--- config.mk ---
export PLATFORM = sky130hd
export DESIGN_NAME = pipeline_hazard_monitor
export DESIGN_NICKNAME = d
export VERILOG_FILES = /design/src/rtl/hazard_mon_pkg.sv /design/src/rtl/sat_counter.sv /design/src/rtl/pipeline_hazard_monitor.sv
export SDC_FILE = /design/constraint.sdc
export NUM_CORES = 1
export LEC_CHECK = 0
export CORE_ASPECT_RATIO = 2
export CORE_UTILIZATION = 56
export CTS_CLUSTER_DIAMETER = 40
export DETAILED_ROUTE_END_ITERATION = 16
export PLACE_DENSITY = 0.85
export SLEW_MARGIN = 10
export SYNTH_ARGS = -nofsm -noshare
export SYNTH_HDL_FRONTEND = slang
export SYNTH_SLANG_ARGS = --single-unit
--- constraint.sdc ---
create_clock -name clk -period 8.4 [get_ports clk]
set_clock_uncertainty 0.15 [all_clocks]
set_input_delay 1.68 -clock clk [delete_from_list [all_inputs] [get_ports clk]]
set_output_delay 1.68 -clock clk [all_outputs]
set_load 0.02 [all_outputs]
--- src/rtl/hazard_mon_pkg.sv ---
// Shared types, rule indices and RV32IMA opcode decode for the pipeline hazard monitor.
package hazard_mon_pkg;

  typedef enum logic [1:0] {
    WARMUP = 2'd0,
    ARMED  = 2'd1,
    FAILED = 2'd2
  } mon_state_t;

  localparam int unsigned NUM_RULES      = 4;
  localparam int unsigned R_STALL_LEN    = 0;
  localparam int unsigned R_BRANCH_STALL = 1;
  localparam int unsigned R_LOAD_USE     = 2;
  localparam int unsigned R_FLUSH_STALL  = 3;

  localparam logic [6:0] OPC_LUI    = 7'b0110111;
  localparam logic [6:0] OPC_AUIPC  = 7'b0010111;
  localparam logic [6:0] OPC_JAL    = 7'b1101111;
  localparam logic [6:0] OPC_JALR   = 7'b1100111;
  localparam logic [6:0] OPC_BRANCH = 7'b1100011;
  localparam logic [6:0] OPC_LOAD   = 7'b0000011;
  localparam logic [6:0] OPC_STORE  = 7'b0100011;
  localparam logic [6:0] OPC_OP_IMM = 7'b0010011;
  localparam logic [6:0] OPC_OP     = 7'b0110011;
  localparam logic [6:0] OPC_AMO    = 7'b0101111;

  function automatic logic uses_rs1(input logic [6:0] opc);
    return !(opc inside {OPC_LUI, OPC_AUIPC, OPC_JAL});
  endfunction

  function automatic logic uses_rs2(input logic [6:0] opc);
    return opc inside {OPC_OP, OPC_STORE, OPC_BRANCH, OPC_AMO};
  endfunction

endpackage

--- src/rtl/sat_counter.sv ---
// Up-counter that sticks at all-ones; clr has priority over en.
module sat_counter #(
  parameter int unsigned W = 16
) (
  input  logic         clk,
  input  logic         reset,
  input  logic         en_i,
  input  logic         clr_i,
  output logic [W-1:0] q_o
);

  logic [W-1:0] q_d, q_q;

  always_comb begin
    q_d = q_q;
    if (clr_i) begin
      q_d = '0;
    end else if (en_i && (q_q != '1)) begin
      q_d = q_q + W'(1);
    end
  end

  always_ff @(posedge clk) begin
    if (reset) begin
      q_q <= '0;
    end else begin
      q_q <= q_d;
    end
  end

  assign q_o = q_q;

endmodule

--- src/rtl/pipeline_hazard_monitor.sv ---
// Watches stall/flush/branch control beside the hazard unit and records rule violations
// in sticky flags, saturating per-rule counters and a first-failure snapshot.
module pipeline_hazard_monitor
  import hazard_mon_pkg::*;
#(
  parameter int unsigned MAX_STALL_CYCLES = 2,
  parameter int unsigned WARMUP_CYCLES    = 4,
  parameter int unsigned CNT_W            = 16,
  parameter logic [1:0]  BRANCH_TAKEN     = 2'b01,
  parameter bit          ENABLE_SVA       = 1'b1
) (
  input  logic                       clk,
  input  logic                       reset,
  input  logic [4:0]                 rs1,
  input  logic [4:0]                 rs2,
  input  logic [6:0]                 opcode,
  input  logic [4:0]                 rd_ex,
  input  logic                       mem_read_ex,
  input  logic                       stall,
  input  logic                       flush_id,
  input  logic                       flush_ex,
  input  logic [1:0]                 branch_id_s,
  output logic [NUM_RULES-1:0]       err_o,
  output logic                       err_pulse_o,
  output logic [1:0]                 first_rule_o,
  output logic [CNT_W-1:0]           first_cycle_o,
  output logic [NUM_RULES*CNT_W-1:0] viol_cnt_o,
  output logic [CNT_W-1:0]           max_stall_o,
  output logic [1:0]                 state_o
);

  localparam int unsigned WarmW = (WARMUP_CYCLES > 1) ? $clog2(WARMUP_CYCLES) : 1;
  localparam logic [WarmW-1:0] WarmLast =
      WarmW'((WARMUP_CYCLES > 0) ? WARMUP_CYCLES - 1 : 0);

  mon_state_t           state_d, state_q;
  logic [WarmW-1:0]     warm_d, warm_q;
  logic [NUM_RULES-1:0] err_d, err_q;
  logic                 pulse_d, pulse_q;
  logic [1:0]           first_rule_d, first_rule_q;
  logic [CNT_W-1:0]     first_cycle_d, first_cycle_q;
  logic [CNT_W-1:0]     max_stall_d, max_stall_q;
  logic [1:0]           branch_q;

  logic [CNT_W-1:0]     run_q, run_nxt, cyc_q;
  logic [NUM_RULES-1:0] rule_hit, viol;
  logic                 active, capture;
  logic [1:0]           lowest;

  // flush_ex is observed but no rule constrains it yet.
  logic unused_flush_ex;
  assign unused_flush_ex = flush_ex;

  assign rule_hit[R_STALL_LEN]    = stall && (run_q == CNT_W'(MAX_STALL_CYCLES));
  assign rule_hit[R_BRANCH_STALL] = (branch_q == BRANCH_TAKEN) && stall;
  assign rule_hit[R_LOAD_USE]     = mem_read_ex && (rd_ex != 5'd0) &&
                                    ((uses_rs1(opcode) && (rs1 == rd_ex)) ||
                                     (uses_rs2(opcode) && (rs2 == rd_ex))) &&
                                    !stall && !flush_id;
  assign rule_hit[R_FLUSH_STALL]  = flush_id && stall;

  assign active  = (state_q != WARMUP) || (WARMUP_CYCLES == 0);
  assign viol    = active ? rule_hit : '0;
  // Value the run counter takes at this edge; lets max_stall track it without lag.
  assign run_nxt = !stall ? '0 : ((run_q == '1) ? run_q : run_q + CNT_W'(1));

  always_comb begin
    lowest = 2'd0;
    for (int k = NUM_RULES - 1; k >= 0; k--) begin
      if (viol[k]) lowest = 2'(k);
    end
  end

  always_comb begin
    state_d       = state_q;
    warm_d        = warm_q;
    capture       = 1'b0;
    err_d         = err_q | viol;
    pulse_d       = |viol;
    first_rule_d  = first_rule_q;
    first_cycle_d = first_cycle_q;
    max_stall_d   = max_stall_q;

    unique case (state_q)
      WARMUP: begin
        if (WARMUP_CYCLES == 0) begin
          state_d = (|viol) ? FAILED : ARMED;
          capture = |viol;
        end else if (warm_q == WarmLast) begin
          state_d = ARMED;
        end else begin
          warm_d = warm_q + WarmW'(1);
        end
      end
      ARMED: begin
        if (|viol) begin
          state_d = FAILED;
          capture = 1'b1;
        end
      end
      FAILED:  state_d = FAILED;
      default: state_d = WARMUP;
    endcase

    if (capture) begin
      first_rule_d  = lowest;
      first_cycle_d = cyc_q;
    end
    if (active && (run_nxt > max_stall_q)) begin
      max_stall_d = run_nxt;
    end
  end

  always_ff @(posedge clk) begin
    if (reset) begin
      state_q       <= WARMUP;
      warm_q        <= '0;
      err_q         <= '0;
      pulse_q       <= 1'b0;
      first_rule_q  <= '0;
      first_cycle_q <= '0;
      max_stall_q   <= '0;
      branch_q      <= '0;
    end else begin
      state_q       <= state_d;
      warm_q        <= warm_d;
      err_q         <= err_d;
      pulse_q       <= pulse_d;
      first_rule_q  <= first_rule_d;
      first_cycle_q <= first_cycle_d;
      max_stall_q   <= max_stall_d;
      branch_q      <= branch_id_s;
    end
  end

  sat_counter #(.W(CNT_W)) u_run_cnt (
    .clk   (clk),
    .reset (reset),
    .en_i  (stall),
    .clr_i (!stall),
    .q_o   (run_q)
  );

  sat_counter #(.W(CNT_W)) u_cyc_cnt (
    .clk   (clk),
    .reset (reset),
    .en_i  (active),
    .clr_i (1'b0),
    .q_o   (cyc_q)
  );

  for (genvar k = 0; k < NUM_RULES; k++) begin : g_viol_cnt
    sat_counter #(.W(CNT_W)) u_viol_cnt (
      .clk   (clk),
      .reset (reset),
      .en_i  (viol[k]),
      .clr_i (1'b0),
      .q_o   (viol_cnt_o[k*CNT_W +: CNT_W])
    );
  end

  assign err_o         = err_q;
  assign err_pulse_o   = pulse_q;
  assign first_rule_o  = first_rule_q;
  assign first_cycle_o = first_cycle_q;
  assign max_stall_o   = max_stall_q;
  assign state_o       = state_q;

  if (ENABLE_SVA) begin : g_sva
    r0_stall_len: assert property (@(posedge clk) disable iff (reset || state_q == WARMUP)
        !rule_hit[R_STALL_LEN]);
    r1_branch_stall: assert property (@(posedge clk) disable iff (reset || state_q == WARMUP)
        !rule_hit[R_BRANCH_STALL]);
    r2_load_use: assert property (@(posedge clk) disable iff (reset || state_q == WARMUP)
        !rule_hit[R_LOAD_USE]);
    r3_flush_stall: assert property (@(posedge clk) disable iff (reset || state_q == WARMUP)
        !rule_hit[R_FLUSH_STALL]);
  end

endmodule

==> impl_metrics.py <==
metrics = {
    "cts": {
        "cts_setup_buffers": 0,
        "ctsResizeCount": 0,
        "worstSkewPairLatency_ns": 0.42,
        "cts_hold_buf": 0,
        "numCtsBuffers": 17,
        "cts_tree": "done",
        "clk_pin_slew_ns": 0.06,
        "cts_sinks": 141,
        "clockBufferDepth": 2,
        "root_buffer": "clkbuf_16",
        "h-tree-depth": 4,
    },
    "logic_synthesis": {
        "synth.most_common_cell": "dfxtp_1",
        "post_synth.cell_area_avg_um2": 8.47,
        "synth_top_area_share_pct": 40.6,
        "synth_edf_count": 0,
        "netlist_instances": 822,
        "synth_cell_types": 56,
        "ys.flop_type": "dfxtp_1",
        "yosysTopAreaCell": "dfxtp_1",
        "syn_area_um2": 6960,
        "yosysWarnings": 0,
        "synth_seq_cells": 141,
        "ys_top_cells_by_area": "dfxtp_1 (41%), nor2_1 (6.7%), xor2_1 (5.7%)",
        "synth.net_count": 879,
        "ys_top_cells_by_count": "dfxtp_1 (141), nor2_1 (124), nand2_1 (78)",
        "async_flop_share_pct": 0,
        "seq_area_frac_synth_pct": 40.6,
    },
    "global_routing": {
        "antenna_found_initial": 2,
        "grt_max_degree": 86,
        "grt_usage_pct": 28.6,
        "overflow": 0,
        "grt_pass1_wl_mm": 28.8,
        "grt_pass1_vias": 6147,
    },
    "sta": {
        "fmaxAchievable_mhz": 208,
        "period_share_pct": 57.4,
        "period_needed_ns": 4.82,
        "hold_viol": 0,
        "finalSetupTns_ns": 0,
        "relSlewSlack_pct": 41.0,
        "grt_setup_unrepaired": "false",
        "worst_pin_slew_ns": 0.886,
        "whs_ns": 0.308,
        "report.final.slew_viol_count": 0,
        "setup_viol": 0,
    },
    "route": {
        "met1Wirelength_mm": 6.30,
        "via_per_inst": 5.74,
        "routedWlPerCell_um": 15.7,
        "route.met2.wl_mm": 9.32,
        "drc": 0,
        "first_iter_violations": 288,
        "vias": 6350,
        "routed_wl_mm": 17.4,
        "route.met3.wl_um": 965,
        "ant_nets": 0,
        "drtPass1Iterations": 5,
        "routed.top_layer": "met4",
    },
    "final_layout": {
        "layoutNonFillerInstCount": 1106,
        "areaGrowthSynthToFinish_pct": 28.2,
        "fin_area_um2": 8920,
        "drive_above_1_share_pct": 7.11,
        "nets": 1002,
    },
    "floorplanning": {
        "start_util_pct": 57.4,
        "die_w_um": 80.8,
        "coreArea_um2": 12100,
        "die_height_um": 160,
        "dieArea_um2": 12900,
        "num_rows": 57,
        "pin_count": 135,
    },
    "critical_path": {
        "required_ns": 8.56,
        "r2r_setup_slack_ns": 3.79,
        "path_delay_family": "buffers and inverters",
        "crit_chain": "clkdlybuf4s50_1, o21ai_0, a31o_2, inv_1, ha_1, nand3_1, nor3_1, o22ai_1, a221oi_2, buf_4, mux2_2",
        "cp.arrival_ns": 4.98,
        "crit_path_end_kind": "register",
        "critical_path_buf_inv_count": 3,
        "r2r-start": "u_run_cnt.q_o[0]",
        "crit_type": "in -> reg",
        "critPathSlowestCell": "clkdlybuf4s50_1",
        "worstPathMaxFanout": 22,
        "critPathLaunch": "stall",
        "max_stage_delay_ns": 0.90,
        "worstSetupStartpointType": "input port",
    },
    "placed_design": {
        "postPlaceCellArea_um2": 8370,
        "place.gp.congestion": 0.899,
        "place_hpwl_mm": 12.6,
        "portBuffers": 133,
        "dp.cells": 1073,
    },
    "power_and_ir_drop": {
        "leakagePower_uw": 0.00338,
        "power_density_nw_per_um2": 171,
        "peakVddDrop_mv": 0.158,
    },
    "status": {
        "status": "completed",
    },
    "run": {
        "cap_violations": 0,
    },
    "min_path": {
        "holdCritPathClass": "reg -> reg",
        "worstHoldStart": "first_cycle_o[9]",
    },
}
## sequential cells by signal, indices dropped and copies added, names as in the netlist, 4 cells and up
| register | flops |
|---|---|
| g_viol_cnt.u_viol_cnt.q_o | 64 |
| first_cycle_o | 16 |
| max_stall_o | 16 |
| u_cyc_cnt.q_o | 16 |
| u_run_cnt.q_o | 16 |
| err_o | 4 |
## layout by cell type, fill, tap and decap left out, drive strengths merged, types with 3 or more instances in the layout
cell type / Yosys / layout
nor4: 9 / 9
nand3: 48 / 48
a211oi: 5 / 5
mux2: 18 / 18
inv: 42 / 46
o21ai: 24 / 24
or3: 3 / 3
a21oi: 21 / 21
a31o: 4 / 4
nand2: 78 / 78
buf: 8 / 5
nor2b: 8 / 8
or4: 8 / 8
clkbuf: 25 / 19
o41ai: 4 / 4
o311ai: 3 / 3
and3: 21 / 21
and4: 11 / 11
xnor2: 26 / 26
mux2i: 22 / 22
clkinvlp: 0 / 5
clkdlybuf4s50: 0 / 132
nor3: 22 / 22
o31ai: 7 / 7
nand4: 26 / 26
xor2: 45 / 45
or4b: 3 / 3
a31oi: 8 / 8
nor2: 124 / 124
dfxtp: 141 / 141
ha: 27 / 27
## worst paths after layout
check | cells after the start | end
worst min register to register | 2 | first_cycle_o[9]
worst max register to register | 13 | max_stall_o[9]
worst min-delay path | 2 | first_cycle_o[9]
worst max-delay path | 11 | max_stall_o[9]
## power by group
group	leakage, µW	switching (µW)	internal (µW)	total, µW
Sequential	0.00114	11.0	683	694
Clock	0.000253	291	407	698
Combinational	0.00199	74.0	59.1	133
## routing by layer
| layer | vias up | track usage [%] |
|---|---|---|
| li1 | 3120 | - |
| met5 | - | 0 |
| met3 | 48 | 6.91 |
| met2 | 224 | 51.0 |
| met4 | 0 | 16.3 |
| met1 | 2958 | 29.2 |
## worst register-to-register path, cell delays in order, from the launching register on
cell      delay [ns]
dfxtp_1         0.42
ha_1            0.33
inv_1           0.11
or4b_1          0.61
nor2_1          0.57
o21ai_0         0.29
inv_1           0.12
ha_1            0.15
nand3_1         0.10
nor3_1          0.50
o22ai_1         0.19
a221oi_2        0.30
buf_4           0.30
mux2_2          0.37
## cell families (layout without fill, tap and decap cells)
family,after synthesis,after routing,synth area share [%]
simple gates,373,373,26.0
flops,141,141,40.6
compound gates,95,95,9.24
buf+inv,75,210,4.31
xor+xnor,71,71,8.94
mux,40,40,6.08
fa+ha+maj,27,27,4.85
other cells,0,2,0
## area by class of cell
class | instances | area [µm²]
antenna | 2 | 5.00
clock buffer | 19 | 433
clock inverter | 12 | 113
fill | 913 | 3200
inverter | 42 | 158
multi-input combinational | 606 | 3850
sequential | 141 | 2820
tap | 147 | 184
timing repair buffer | 137 | 1360
## metrics by stage
stage	power, µW	util, %	worst slack [ns]
after detailed placement	841	69.0	3.27
after global routing	1580	73.6	3.48
final	1520	73.6	3.58
after global placement	837	69.0	3.35
after floorplan	792	-	4.09
after CTS	1540	73.5	3.68
Note: power is estimated with default switching activity, not from simulation.
